[src/rtl/thread_scheduler.sv]
// thread_scheduler
//
// Dispatches tagged jobs onto a fixed array of thread slots and reports their
// completion. Every slot runs its own IDLE -> LAUNCH -> RUN -> DONE lifecycle.
// New jobs go to the first idle slot at or after a dispatch round-robin
// pointer. Finished slots are reported one at a time through a completion
// handshake, chosen by a separate round-robin pointer.
//
// Optional feature: define THREAD_SCHED_WATCHDOG_EN to add a per-slot watchdog.
// With it, a slot that stays in LAUNCH/RUN for 2^WDOG_WIDTH-1 cycles without
// thread_done is forced to DONE and its completion carries cmpl_error=1.
//
// Ports
//   clk, reset        single clock, synchronous active-high reset
//   en                dispatch enable (blocks new jobs only)
//   job_valid/job_id/job_ready                       job request handshake
//   start_thread      registered one-cycle launch pulse, one-hot
//   thread_busy, thread_done                         per-thread status inputs
//   cmpl_valid/cmpl_ready/cmpl_id/cmpl_thread/cmpl_error  completion handshake
//   active_count      registered count of slots not in IDLE

module thread_scheduler #(
    parameter int unsigned NUM_THREADS      = 8,
    parameter int unsigned THREAD_IDX_WIDTH = 3,
    parameter int unsigned JOB_ID_WIDTH     = 8,
    parameter int unsigned WDOG_WIDTH       = 10
) (
    input  logic                        clk,
    input  logic                        reset,
    input  logic                        en,
    input  logic                        job_valid,
    input  logic [JOB_ID_WIDTH-1:0]     job_id,
    output logic                        job_ready,
    output logic [NUM_THREADS-1:0]      start_thread,
    input  logic [NUM_THREADS-1:0]      thread_busy,
    input  logic [NUM_THREADS-1:0]      thread_done,
    output logic                        cmpl_valid,
    input  logic                        cmpl_ready,
    output logic [JOB_ID_WIDTH-1:0]     cmpl_id,
    output logic [THREAD_IDX_WIDTH-1:0] cmpl_thread,
    output logic                        cmpl_error,
    output logic [THREAD_IDX_WIDTH:0]   active_count
);

    typedef enum logic [1:0] {StIdle, StLaunch, StRun, StDone} slot_state_e;

    slot_state_e                 state_q [NUM_THREADS];
    slot_state_e                 state_d [NUM_THREADS];
    logic [JOB_ID_WIDTH-1:0]     job_id_q [NUM_THREADS];
    logic [THREAD_IDX_WIDTH-1:0] disp_ptr_q, disp_ptr_d;
    logic [THREAD_IDX_WIDTH-1:0] cmpl_ptr_q, cmpl_ptr_d;
    logic [NUM_THREADS-1:0]      start_q;
    logic [THREAD_IDX_WIDTH:0]   active_q, active_d;
    logic                        cmpl_lock_q;
    logic [THREAD_IDX_WIDTH-1:0] cmpl_slot_q;

    logic [NUM_THREADS-1:0]      idle_vec, done_vec, wdog_expire;
    logic [NUM_THREADS-1:0]      disp_onehot, cmpl_onehot;
    logic [THREAD_IDX_WIDTH-1:0] disp_slot, cmpl_rr_slot, cmpl_sel;
    logic                        dispatch, cmpl_fire;

    // Slot status vectors and the two round-robin searches.
    always_comb begin
        logic [THREAD_IDX_WIDTH-1:0] idx;
        logic                        disp_hit;
        logic                        cmpl_hit;
        idx          = '0;
        disp_hit     = 1'b0;
        cmpl_hit     = 1'b0;
        disp_slot    = disp_ptr_q;
        cmpl_rr_slot = cmpl_ptr_q;
        idle_vec     = '0;
        done_vec     = '0;
        for (int t = 0; t < NUM_THREADS; t++) begin
            idle_vec[t] = (state_q[t] == StIdle);
            done_vec[t] = (state_q[t] == StDone);
        end
        for (int i = 0; i < NUM_THREADS; i++) begin
            idx = THREAD_IDX_WIDTH'((int'(disp_ptr_q) + i) % NUM_THREADS);
            if (!disp_hit && idle_vec[idx]) begin
                disp_hit  = 1'b1;
                disp_slot = idx;
            end
            idx = THREAD_IDX_WIDTH'((int'(cmpl_ptr_q) + i) % NUM_THREADS);
            if (!cmpl_hit && done_vec[idx]) begin
                cmpl_hit     = 1'b1;
                cmpl_rr_slot = idx;
            end
        end
    end

    assign job_ready  = en && (|idle_vec);
    assign dispatch   = job_valid && job_ready;
    assign cmpl_valid = |done_vec;
    assign cmpl_fire  = cmpl_valid && cmpl_ready;
    // Once a completion is presented and stalled, keep presenting the same
    // slot even if an earlier slot (in pointer order) finishes meanwhile.
    assign cmpl_sel   = cmpl_lock_q ? cmpl_slot_q : cmpl_rr_slot;

    assign disp_onehot = dispatch  ? (NUM_THREADS'(1) << disp_slot) : '0;
    assign cmpl_onehot = cmpl_fire ? (NUM_THREADS'(1) << cmpl_sel)  : '0;

    // Per-slot next state, pointers and occupancy count.
    always_comb begin
        active_d = '0;
        for (int t = 0; t < NUM_THREADS; t++) begin
            state_d[t] = state_q[t];
            case (state_q[t])
                StIdle:   if (disp_onehot[t]) state_d[t] = StLaunch;
                StLaunch: begin
                    // done (or watchdog) wins over busy
                    if (thread_done[t] || wdog_expire[t]) state_d[t] = StDone;
                    else if (thread_busy[t])              state_d[t] = StRun;
                end
                StRun:    if (thread_done[t] || wdog_expire[t]) state_d[t] = StDone;
                StDone:   if (cmpl_onehot[t]) state_d[t] = StIdle;
                default:  state_d[t] = StIdle;
            endcase
            if (state_d[t] != StIdle) active_d = active_d + 1'b1;
        end

        disp_ptr_d = disp_ptr_q;
        if (dispatch) begin
            disp_ptr_d = (disp_slot == THREAD_IDX_WIDTH'(NUM_THREADS - 1)) ? '0 : disp_slot + 1'b1;
        end
        cmpl_ptr_d = cmpl_ptr_q;
        if (cmpl_fire) begin
            cmpl_ptr_d = (cmpl_sel == THREAD_IDX_WIDTH'(NUM_THREADS - 1)) ? '0 : cmpl_sel + 1'b1;
        end
    end

    always_ff @(posedge clk) begin
        if (reset) begin
            for (int t = 0; t < NUM_THREADS; t++) begin
                state_q[t]  <= StIdle;
                job_id_q[t] <= '0;
            end
            disp_ptr_q  <= '0;
            cmpl_ptr_q  <= '0;
            start_q     <= '0;
            active_q    <= '0;
            cmpl_lock_q <= 1'b0;
            cmpl_slot_q <= '0;
        end else begin
            for (int t = 0; t < NUM_THREADS; t++) begin
                state_q[t] <= state_d[t];
                if (disp_onehot[t]) job_id_q[t] <= job_id;
            end
            disp_ptr_q  <= disp_ptr_d;
            cmpl_ptr_q  <= cmpl_ptr_d;
            start_q     <= disp_onehot;
            active_q    <= active_d;
            cmpl_lock_q <= cmpl_valid && !cmpl_ready;
            cmpl_slot_q <= cmpl_sel;
        end
    end

    assign start_thread = start_q;
    assign active_count = active_q;
    assign cmpl_id      = cmpl_valid ? job_id_q[cmpl_sel] : '0;
    assign cmpl_thread  = cmpl_valid ? cmpl_sel : '0;

`ifdef THREAD_SCHED_WATCHDOG_EN
    // Expiry fires in the cycle the counter holds 2^WDOG_WIDTH-2, so the slot
    // reaches DONE after exactly 2^WDOG_WIDTH-1 cycles in LAUNCH/RUN.
    localparam logic [WDOG_WIDTH-1:0] WdogLast = {{(WDOG_WIDTH-1){1'b1}}, 1'b0};

    logic [WDOG_WIDTH-1:0]  wdog_cnt_q [NUM_THREADS];
    logic [NUM_THREADS-1:0] wdog_err_q;

    always_comb begin
        wdog_expire = '0;
        for (int t = 0; t < NUM_THREADS; t++) begin
            wdog_expire[t] = (state_q[t] == StLaunch || state_q[t] == StRun) &&
                             !thread_done[t] && (wdog_cnt_q[t] == WdogLast);
        end
    end

    always_ff @(posedge clk) begin
        if (reset) begin
            for (int t = 0; t < NUM_THREADS; t++) wdog_cnt_q[t] <= '0;
            wdog_err_q <= '0;
        end else begin
            for (int t = 0; t < NUM_THREADS; t++) begin
                if (disp_onehot[t]) begin
                    wdog_cnt_q[t] <= '0;
                    wdog_err_q[t] <= 1'b0;
                end else if (state_q[t] == StLaunch || state_q[t] == StRun) begin
                    wdog_cnt_q[t] <= wdog_cnt_q[t] + 1'b1;
                    if (wdog_expire[t]) wdog_err_q[t] <= 1'b1;
                end
            end
        end
    end

    assign cmpl_error = cmpl_valid && wdog_err_q[cmpl_sel];
`else
    // Keeps WDOG_WIDTH referenced when the watchdog is compiled out.
    logic [WDOG_WIDTH-1:0] unused_wdog_width;
    assign unused_wdog_width = '0;
    assign wdog_expire       = '0;
    assign cmpl_error        = 1'b0;
`endif

endmodule

[config.mk]
export PLATFORM = sky130hd
export DESIGN_NAME = thread_scheduler
export DESIGN_NICKNAME = d
export VERILOG_FILES = /design/src/rtl/thread_scheduler.sv
export SDC_FILE = /design/constraint.sdc
export NUM_CORES = 1
export LEC_CHECK = 0
export CAP_MARGIN = 20
export CORE_ASPECT_RATIO = 1.25
export CORE_UTILIZATION = 45
export DETAILED_ROUTE_END_ITERATION = 8
export MAX_ROUTING_LAYER = met4
export PLACE_DENSITY = 0.63
export SLEW_MARGIN = 30
export SYNTH_ARGS = -nofsm -noshare
export SYNTH_HDL_FRONTEND = slang
export SYNTH_SLANG_ARGS = --single-unit
[constraint.sdc]
create_clock -name clk -period 12.2 [get_ports clk]
set_input_delay 1.83 -clock clk [delete_from_list [all_inputs] [get_ports clk]]
set_output_delay 1.83 -clock clk [all_outputs]
set_load 0.02 [all_outputs]
==> After elaboration in Yosys (flattened, before gate mapping) <==
Memory sizes are Yosys's and may differ from the RTL's.
Index checks and enable logic that the tools add are counted.
{ "word_totals": {"regBits": 22, "ramBits": 80, "in_bits": 29, "output_inout_bits": 26, "wordCells": 308, "n_memories": 2} }
{ "memory_table": {"columns": ["name", "words", "width", "read_ports", "rd_ports_with_merged_regs", "write_ports", "line_no", "rtl"], "rows": [
  ["job_id_q", 8, 8, 1, 0, 8, "49", "logic [JOB_ID_WIDTH-1:0] job_id_q [NUM_THREADS];"],
  ["state_q", 8, 2, 8, 0, 8, "47", "slot_state_e state_q [NUM_THREADS];"]
]} }
{ "op_classes": {"addsub": 23, "order_cmp": 16, "n_eq_ne": 26, "shift": 2, "mux": 166, "bitwise_logic": 16, "n_reduce_logical": 51} }
{ "op_table": {"columns": ["operator", "count"], "rows": [
  ["2-bit two-way mux", 48],
  ["8-bit two-way mux", 11],
  ["3-bit by 4-bit less-than comparator with 1-bit output (second input constant)", 16],
  ["2-bit one-hot mux with 4 select lines", 8],
  ["1-bit two-way mux", 58],
  ["3-bit two-way mux", 18],
  ["1-bit binary-select mux with 3-bit select", 16],
  ["2-bit equality test (second input constant)", 16],
  ["4-bit by 1-bit adder with 4-bit output (second input constant)", 7],
  ["4-bit two-way mux", 7],
  ["3-bit adder (second input constant)", 8],
  ["1-bit logical AND", 18],
  ["2-bit by 1-bit equality test with 1-bit output (second input constant)", 8],
  ["2-bit logical NOT", 8],
  ["1-bit bitwise OR", 16],
  ["2-bit nonzero test", 8],
  ["8-bit OR reduction", 2],
  ["1-bit by 3-bit left shift with 8-bit output (first input constant)", 2],
  ["1-bit logical NOT", 15],
  ["3-bit by 1-bit adder with 3-bit output (second input constant)", 4],
  ["3-bit by 2-bit adder with 3-bit output (second input constant)", 4],
  ["3-bit equality test (second input constant)", 2]
]} }

==> Logic depth before layout (Yosys ltp) <==
An unclocked memory read counts as a cell.
{ "logic_depth": {"depth_word": 47, "mapped_depth": 34, "ltp_nobuf": 33} }

==> Worst setup path before layout <==
No wires, ideal clock.
{ "synth_timing": {"path_kind": "reg-to-reg", "startpoint": "register cmpl_ptr_q[0]", "endpoint": "register active_q[3], in the netlist active_count[3]", "setup_ns": 0.072, "arrival_time_ns": 6.801, "required_ns": 12.128, "setup_slack_ns": 5.328, "stages_incl_launch_ff": 34, "path_buffers": 6, "synth_period_minus_slack_ns": 6.872, "cell_sequence": "dfxtp_1 > buf_6 > inv_2 > ha_1 > buf_2 > inv_2 > mux4_2 > nor4b_4 > o31a_1 > o21ai_0 > nor2_2 > inv_1 > buf_2 > buf_1 > clkbuf_1 > ha_1 > ha_1 > and3_1 > mux2i_1 > xnor2_1 > a21oi_1 > or4_4 > and2_4 > buf_6 > inv_1 > xnor2_1 > mux2_2 > ha_1 > inv_1 > nor2_1 > xor3_1 > nand3_1 > or3b_1 > mux2i_1"} }
{ "synth_via": {"elab_chain_cells": 45, "elab_cells_between_ends": 93, "cone_classes": "add/sub (14); shift (1); mux (56); reduce/logical (22)"} }
{ "synth_rtl": {"columns": ["element", "line_no", "rtl"], "rows": [
  ["from (decl)", "51", "logic [THREAD_IDX_WIDTH-1:0] cmpl_ptr_q, cmpl_ptr_d;"],
  ["from (signal assigned)", "150", "cmpl_ptr_q <= cmpl_ptr_d;"],
  ["branches (longest 23 deep; another with 3-bit by 1-bit adder with 3-bit output)", null, null],
  ["3-bit two-way mux (*)", "85", "if (!cmpl_hit && done_vec[idx]) begin"],
  ["3-bit two-way mux (*)", "98", "assign cmpl_sel = cmpl_lock_q ? cmpl_slot_q : cmpl_rr_slot;"],
  ["via cmpl_sel[0]", "59", "logic [THREAD_IDX_WIDTH-1:0] disp_slot, cmpl_rr_slot, cmpl_sel;"],
  ["1-bit by 3-bit left shift with 8-bit output (*)", "101", "assign cmpl_onehot = cmpl_fire ? (NUM_THREADS'(1) << cmpl_sel) : '0;"],
  ["8-bit two-way mux (*)", "101", null],
  ["2-bit two-way mux", "116", "StDone: if (cmpl_onehot[t]) state_d[t] = StIdle;"],
  ["2-bit one-hot mux with 4 select lines", "108", "case (state_q[t])"],
  ["[8 not listed]", null, null],
  ["4-bit by 1-bit adder with 4-bit output", "119", "if (state_d[t] != StIdle) active_d = active_d + 1'b1;"],
  ["4-bit two-way mux", "119", null],
  ["4-bit by 1-bit adder with 4-bit output", "119", null],
  ["4-bit two-way mux", "119", null],
  ["4-bit by 1-bit adder with 4-bit output", "119", null],
  ["4-bit two-way mux", "119", null],
  ["4-bit by 1-bit adder with 4-bit output", "119", null],
  ["4-bit two-way mux (*)", "119", null],
  ["to (signal assigned)", "152", "active_q <= active_d;"],
  ["to (decl)", "53", "logic [THREAD_IDX_WIDTH:0] active_q, active_d;"]
]} }
Mark *: on every way through the listed nets, which the timed path passes. The select of a mux whose other input is x is not followed.
A chain may end at the register's enable or synchronous reset.

==> Final worst setup path <==
{ "layout_timing": {"startpoint": "register cmpl_ptr_q[0]", "endpoint": "register active_q[3], in the netlist active_count[3]"} }
{ "layout_via": {"elab_chain_cells": 45, "elab_cells_between_ends": 93, "cone_classes": "add/sub (14); shift (1); mux (56); reduce/logical (22)"} }
{ "layout_rtl": {"columns": ["element", "line_no"], "rows": [
  ["branches (longest 23 deep; another with 3-bit by 1-bit adder with 3-bit output)", null],
  ["3-bit two-way mux (*)", "85"],
  ["3-bit two-way mux (*)", "98"],
  ["1-bit by 3-bit left shift with 8-bit output (*)", "101"],
  ["8-bit two-way mux (*)", "101"],
  ["2-bit two-way mux", "116"],
  ["2-bit one-hot mux with 4 select lines", "108"],
  ["2-bit nonzero test", "119"],
  ["[7 not listed]", null],
  ["4-bit by 1-bit adder with 4-bit output", "119"],
  ["4-bit two-way mux", "119"],
  ["4-bit by 1-bit adder with 4-bit output", "119"],
  ["4-bit two-way mux", "119"],
  ["4-bit by 1-bit adder with 4-bit output", "119"],
  ["4-bit two-way mux", "119"],
  ["4-bit by 1-bit adder with 4-bit output", "119"],
  ["4-bit two-way mux (*)", "119"]
]} }
Every way passes the cells marked *. The select of a mux whose other input is x is not followed.

==> Implementation_results.wiki <==
{| class="wikitable"
! Metric !! Value
|-
| Post-CTS Resized || 0
|-
| Endpoints failing setup || 0
|-
| Fin Hold WS || 0.5845 ns
|-
| Vert. Die Dim || about 150 µm
|-
| RePlAce Congestion || about 0.91
|-
| Synth unique cells || around 100
|-
| Share of final-layout standard cells stronger than drive strength 1 || 12.92%
|-
| Final hold viol count || 0
|-
| Fill cells || between 1,500 and 2,000
|-
| Average size of a mapped cell || 9.283 µm²
|-
| Fraction of synthesized cell area taken by the top area cell type || between 20% and 30%
|-
| Actual transition at the worst max-transition pin || between 0.9 and 1 ns
|-
| Clock transition time at the flip-flop clock pins of the worst setup and hold paths || approximately 0.080 ns
|-
| Routed Antenna Nets || 0
|-
| Clock Tree Root || sky130_fd_sc_hd__clkbuf_16
|-
| Nets || around 880
|-
| Count of cells along the worst register-to-register path || 28
|-
| Total instance count after detailed placement || about 1,000
|-
| Number of synthesized register bits || 102
|-
| Required @ worst endpoint || approximately 13 ns
|-
| Setup TNS || 0 ns
|-
| Pin count of the biggest net entering global routing || 54
|-
| Number of enable flip-flop cells after synthesis || 64
|-
| Max-cap viol count || 0
|-
| Post-synthesis cell area || around 7500 µm²
|-
| Top-Level Pins || 55
|-
| Multi-input gate area in the final layout || between 4000 and 5000 µm²
|-
| Capturing point of the worst reg2reg path || active_count[3]
|-
| Hold wc startpoint || state_q[1][1]
|-
| Power per standard cell area || 239.6 nW/µm²
|-
| Headroom to the max-slew limit || 37.69%
|-
| Family with the most delay on the worst path || multiplexers
|-
| Most common cell after layout, fill and taps aside || sky130_fd_sc_hd__nor2_1
|-
| Cells taking the most area after synthesis || sky130_fd_sc_hd__edfxtp_1 25%, sky130_fd_sc_hd__dfxtp_1 10%, sky130_fd_sc_hd__nor2_1 6.5%, sky130_fd_sc_hd__mux4_2 5.1%, sky130_fd_sc_hd__mux2_2 3.6%
|-
| Final count of pins violating max slew || 0
|-
| CTS H-tree lvls || 3
|-
| Startpoint of the worst-slack reg-to-reg timing path || cmpl_ptr_q[0]
|-
| Final critical path time including I/O delays and setup || between 8 and 9 ns
|-
| Cell type with the highest occurrence count on the critical path || sky130_fd_sc_hd__ha_1
|-
| Violation count after the first detailed-route iteration || approximately 580
|-
| Hold Crit Class || flip-flop to flip-flop
|-
| Outcome || finished clean
|-
| Peak supply drop || roughly 0.11 mV
|-
| Post-route clock skew || 0.007618 ns
|-
| Fmax || about 120 MHz
|-
| Tcrit/Tclk final || 67.08%
|-
| Wire length reported by the detailed router || approximately 21,000 µm
|-
| Initial standard-cell utilization of the core || 46.40%
|-
| Buffers and inverters on the worst path || 5
|-
| Setup repair after global routing missed its margin || false
|-
| Residual overflow from global routing || 0
|-
| Number of placement rows || 52
|-
| Vias after detailed routing || approximately 6,400
|-
| CTS Buffer Depth || 2
|-
| Critical path arrival || approximately 8.5 ns
|-
| Sequential element share of the synthesized area || 35.54%
|-
| Worst-skew pair later-pin latency || 0.36 ns
|-
| Reg2reg setup slack || approximately 4 ns
|-
| Total number of clock tree sinks || around 100
|-
| Die W || 117.8 µm
|-
| Clock tree from TritonCTS || done
|-
| Standby leakage power || 3.070 nW
|-
| Port buffer count || 53
|-
| Core Area || ~16,000 µm²
|-
| Antenna cell count || 0
|-
| Slowest Stage Delay on Critical Path || 0.94 ns
|-
| Overall power after layout || 2.005 mW
|-
| Final cell count without fillers || 1,052
|-
| Cell count of the worst hold path || 2
|-
| Critical path capture point type || flip-flop
|-
| DIE AREA || 17,300 µm²
|-
| Number of setup buffers added after CTS || 0
|-
| Overall Global Routing Usage || 25.91%
|-
| Total clock buffers created by CTS || 9
|-
| Synthesized netlist net count || approximately 860
|-
| Cts hold-fix bufs || 0
|-
| Crit path launch type || flip-flop
|-
| Largest fanout on the critical path || 27
|-
| Area occupied by registers || between 2000 and 3000 µm²
|-
| Class of the most critical setup path || flip-flop to flip-flop
|-
| Number of instances in the synthesized netlist || between 800 and 900
|-
| Worst hold endpoint || state_q[1][1]
|-
| Slowest library cell on the worst path || sky130_fd_sc_hd__dfxtp_1
|-
| Remaining DRCs || 0
|-
| HPWL Detailed || ~16,000 µm
|-
| Via count of the first global-routing pass || 6,338
|-
| Antenna violations before repair || 0
|-
| Syn-to-layout area delta || 10.89%
|-
| Post-synth ARST share || 0%
|-
| Initial DRT Pass Iterations || 5
|-
| Main synth FF type || sky130_fd_sc_hd__edfxtp_1
|-
| Commonest non-fill, non-tap cells in the layout || 130 x sky130_fd_sc_hd__nor2_1, 64 x sky130_fd_sc_hd__edfxtp_1, 58 x sky130_fd_sc_hd__nand2_1
|-
| First-pass GRT wire length || between 30,000 and 40,000 µm
|-
| Number of synthesis warnings || 0
|-
| Cell type with the largest total area after synthesis || sky130_fd_sc_hd__edfxtp_1
|-
| Via density per instance || ~6.1
|-
| Wire length per cell || a little over 20 µm
|}
==> metal layers <==
layer	track usage [%]	vias to the layer above	share of wire [%]
li1	-	3009	-
met3	2.640	53	3.8
met4	11.54	0	3.5
met5	-	-	0
met2	44.76	221	51
met1	30.45	3111	41
==> worst max-delay path by stage <==
| stage | slack, ns | depth (start not counted) | endpoint | from |
|---|---|---|---|---|
| after floorplan | 5.33 | 33 | active_count[3] | cmpl_ptr_q[0] |
| after global placement | 4.30 | 28 | active_count[3] | cmpl_ptr_q[0] |
| after detailed placement | 4.06 | 28 | active_count[3] | cmpl_ptr_q[0] |
| after CTS | 4.03 | 16 | cmpl_id[3] | cmpl_ptr_q[0] |
| after global routing | 3.34 | 28 | active_count[2] | cmpl_ptr_q[0] |
| final | 4.02 | 28 | active_count[3] | cmpl_ptr_q[0] |
==> cells in the mapped netlist, types with 4 or more instances <==
cell and count:
sky130_fd_sc_hd__a211oi_1 14, sky130_fd_sc_hd__a21boi_0 7, sky130_fd_sc_hd__a21oi_1 48, sky130_fd_sc_hd__and2_1 12, sky130_fd_sc_hd__and2_4 6, sky130_fd_sc_hd__and3_1 7, sky130_fd_sc_hd__buf_1 4, sky130_fd_sc_hd__buf_2 6
sky130_fd_sc_hd__buf_4 10, sky130_fd_sc_hd__buf_6 8, sky130_fd_sc_hd__clkbuf_1 22, sky130_fd_sc_hd__dfxtp_1 38, sky130_fd_sc_hd__edfxtp_1 64, sky130_fd_sc_hd__ha_1 21, sky130_fd_sc_hd__inv_1 32, sky130_fd_sc_hd__mux2_2 24
sky130_fd_sc_hd__mux2i_1 25, sky130_fd_sc_hd__mux4_2 17, sky130_fd_sc_hd__nand2_1 58, sky130_fd_sc_hd__nand2b_1 22, sky130_fd_sc_hd__nand3_1 23, sky130_fd_sc_hd__nand4_1 4, sky130_fd_sc_hd__nor2_1 130, sky130_fd_sc_hd__nor2b_1 4
sky130_fd_sc_hd__nor3_1 15, sky130_fd_sc_hd__nor4_1 4, sky130_fd_sc_hd__o211ai_1 13, sky130_fd_sc_hd__o21ai_0 36, sky130_fd_sc_hd__o21ai_1 8, sky130_fd_sc_hd__o221ai_1 4, sky130_fd_sc_hd__o22a_1 4, sky130_fd_sc_hd__o22ai_1 5
sky130_fd_sc_hd__xnor2_1 9, sky130_fd_sc_hd__xor2_1 6
==> worst min-delay path, cell delays in order, from the launching register on <==
cell and delay (ns):
sky130_fd_sc_hd__dfxtp_1 0.40, sky130_fd_sc_hd__inv_1 0.08, sky130_fd_sc_hd__a21oi_1 0.06
==> cell type report <==
cell class              count  share of cell area [%]
clock buffers               9                   2.691
clock inverters             7                   1.002
inverters                  38                   1.719
multi-input cells         621                   52.49
flip-flops and latches    102                   32.05
well taps                 216                   3.229
repair buffers             59                   6.817
==> registers in the layout, summed over array words and instances (netlist names) <==
| name | cells |
|---|---|
| disp_ptr_q | 3 |
| job_id_q | 64 |
| cmpl_ptr_q | 3 |
| start_thread | 8 |
| state_q | 16 |
| cmpl_lock_q | 1 |
| cmpl_slot_q | 3 |
| active_count | 4 |
==> kinds of logic after synthesis <==
group           share of synthesized area, %
compound gates                         18.45
buf+inv                                6.250
xor+xnor                               2.802
mux                                    12.67
flops                                  35.54
simple gates                           20.76
other cells                          0.04969
fa+ha+maj                              3.481
==> power breakdown <==
| group | internal, mW | switching (mW) | total [mW] |
|---|---|---|---|
| Combinational | 0.496 | 0.688 | 1.18 |
| Clock | 0.148 | 0.155 | 0.303 |
| Sequential | 0.447 | 0.0716 | 0.519 |
==> through the flow <==
step                      instance area [µm²]  setup WS [ns]  util, %
after floorplan                          7547          5.328        -
after global placement                   8060          4.298    49.55
after detailed placement                 8060          4.060    49.55
after CTS                                8369          4.033    51.45
after global routing                     8369          3.344    51.45
final                                    8369          4.016    51.45
No activity file was read; power rests on OpenSTA's default activity.
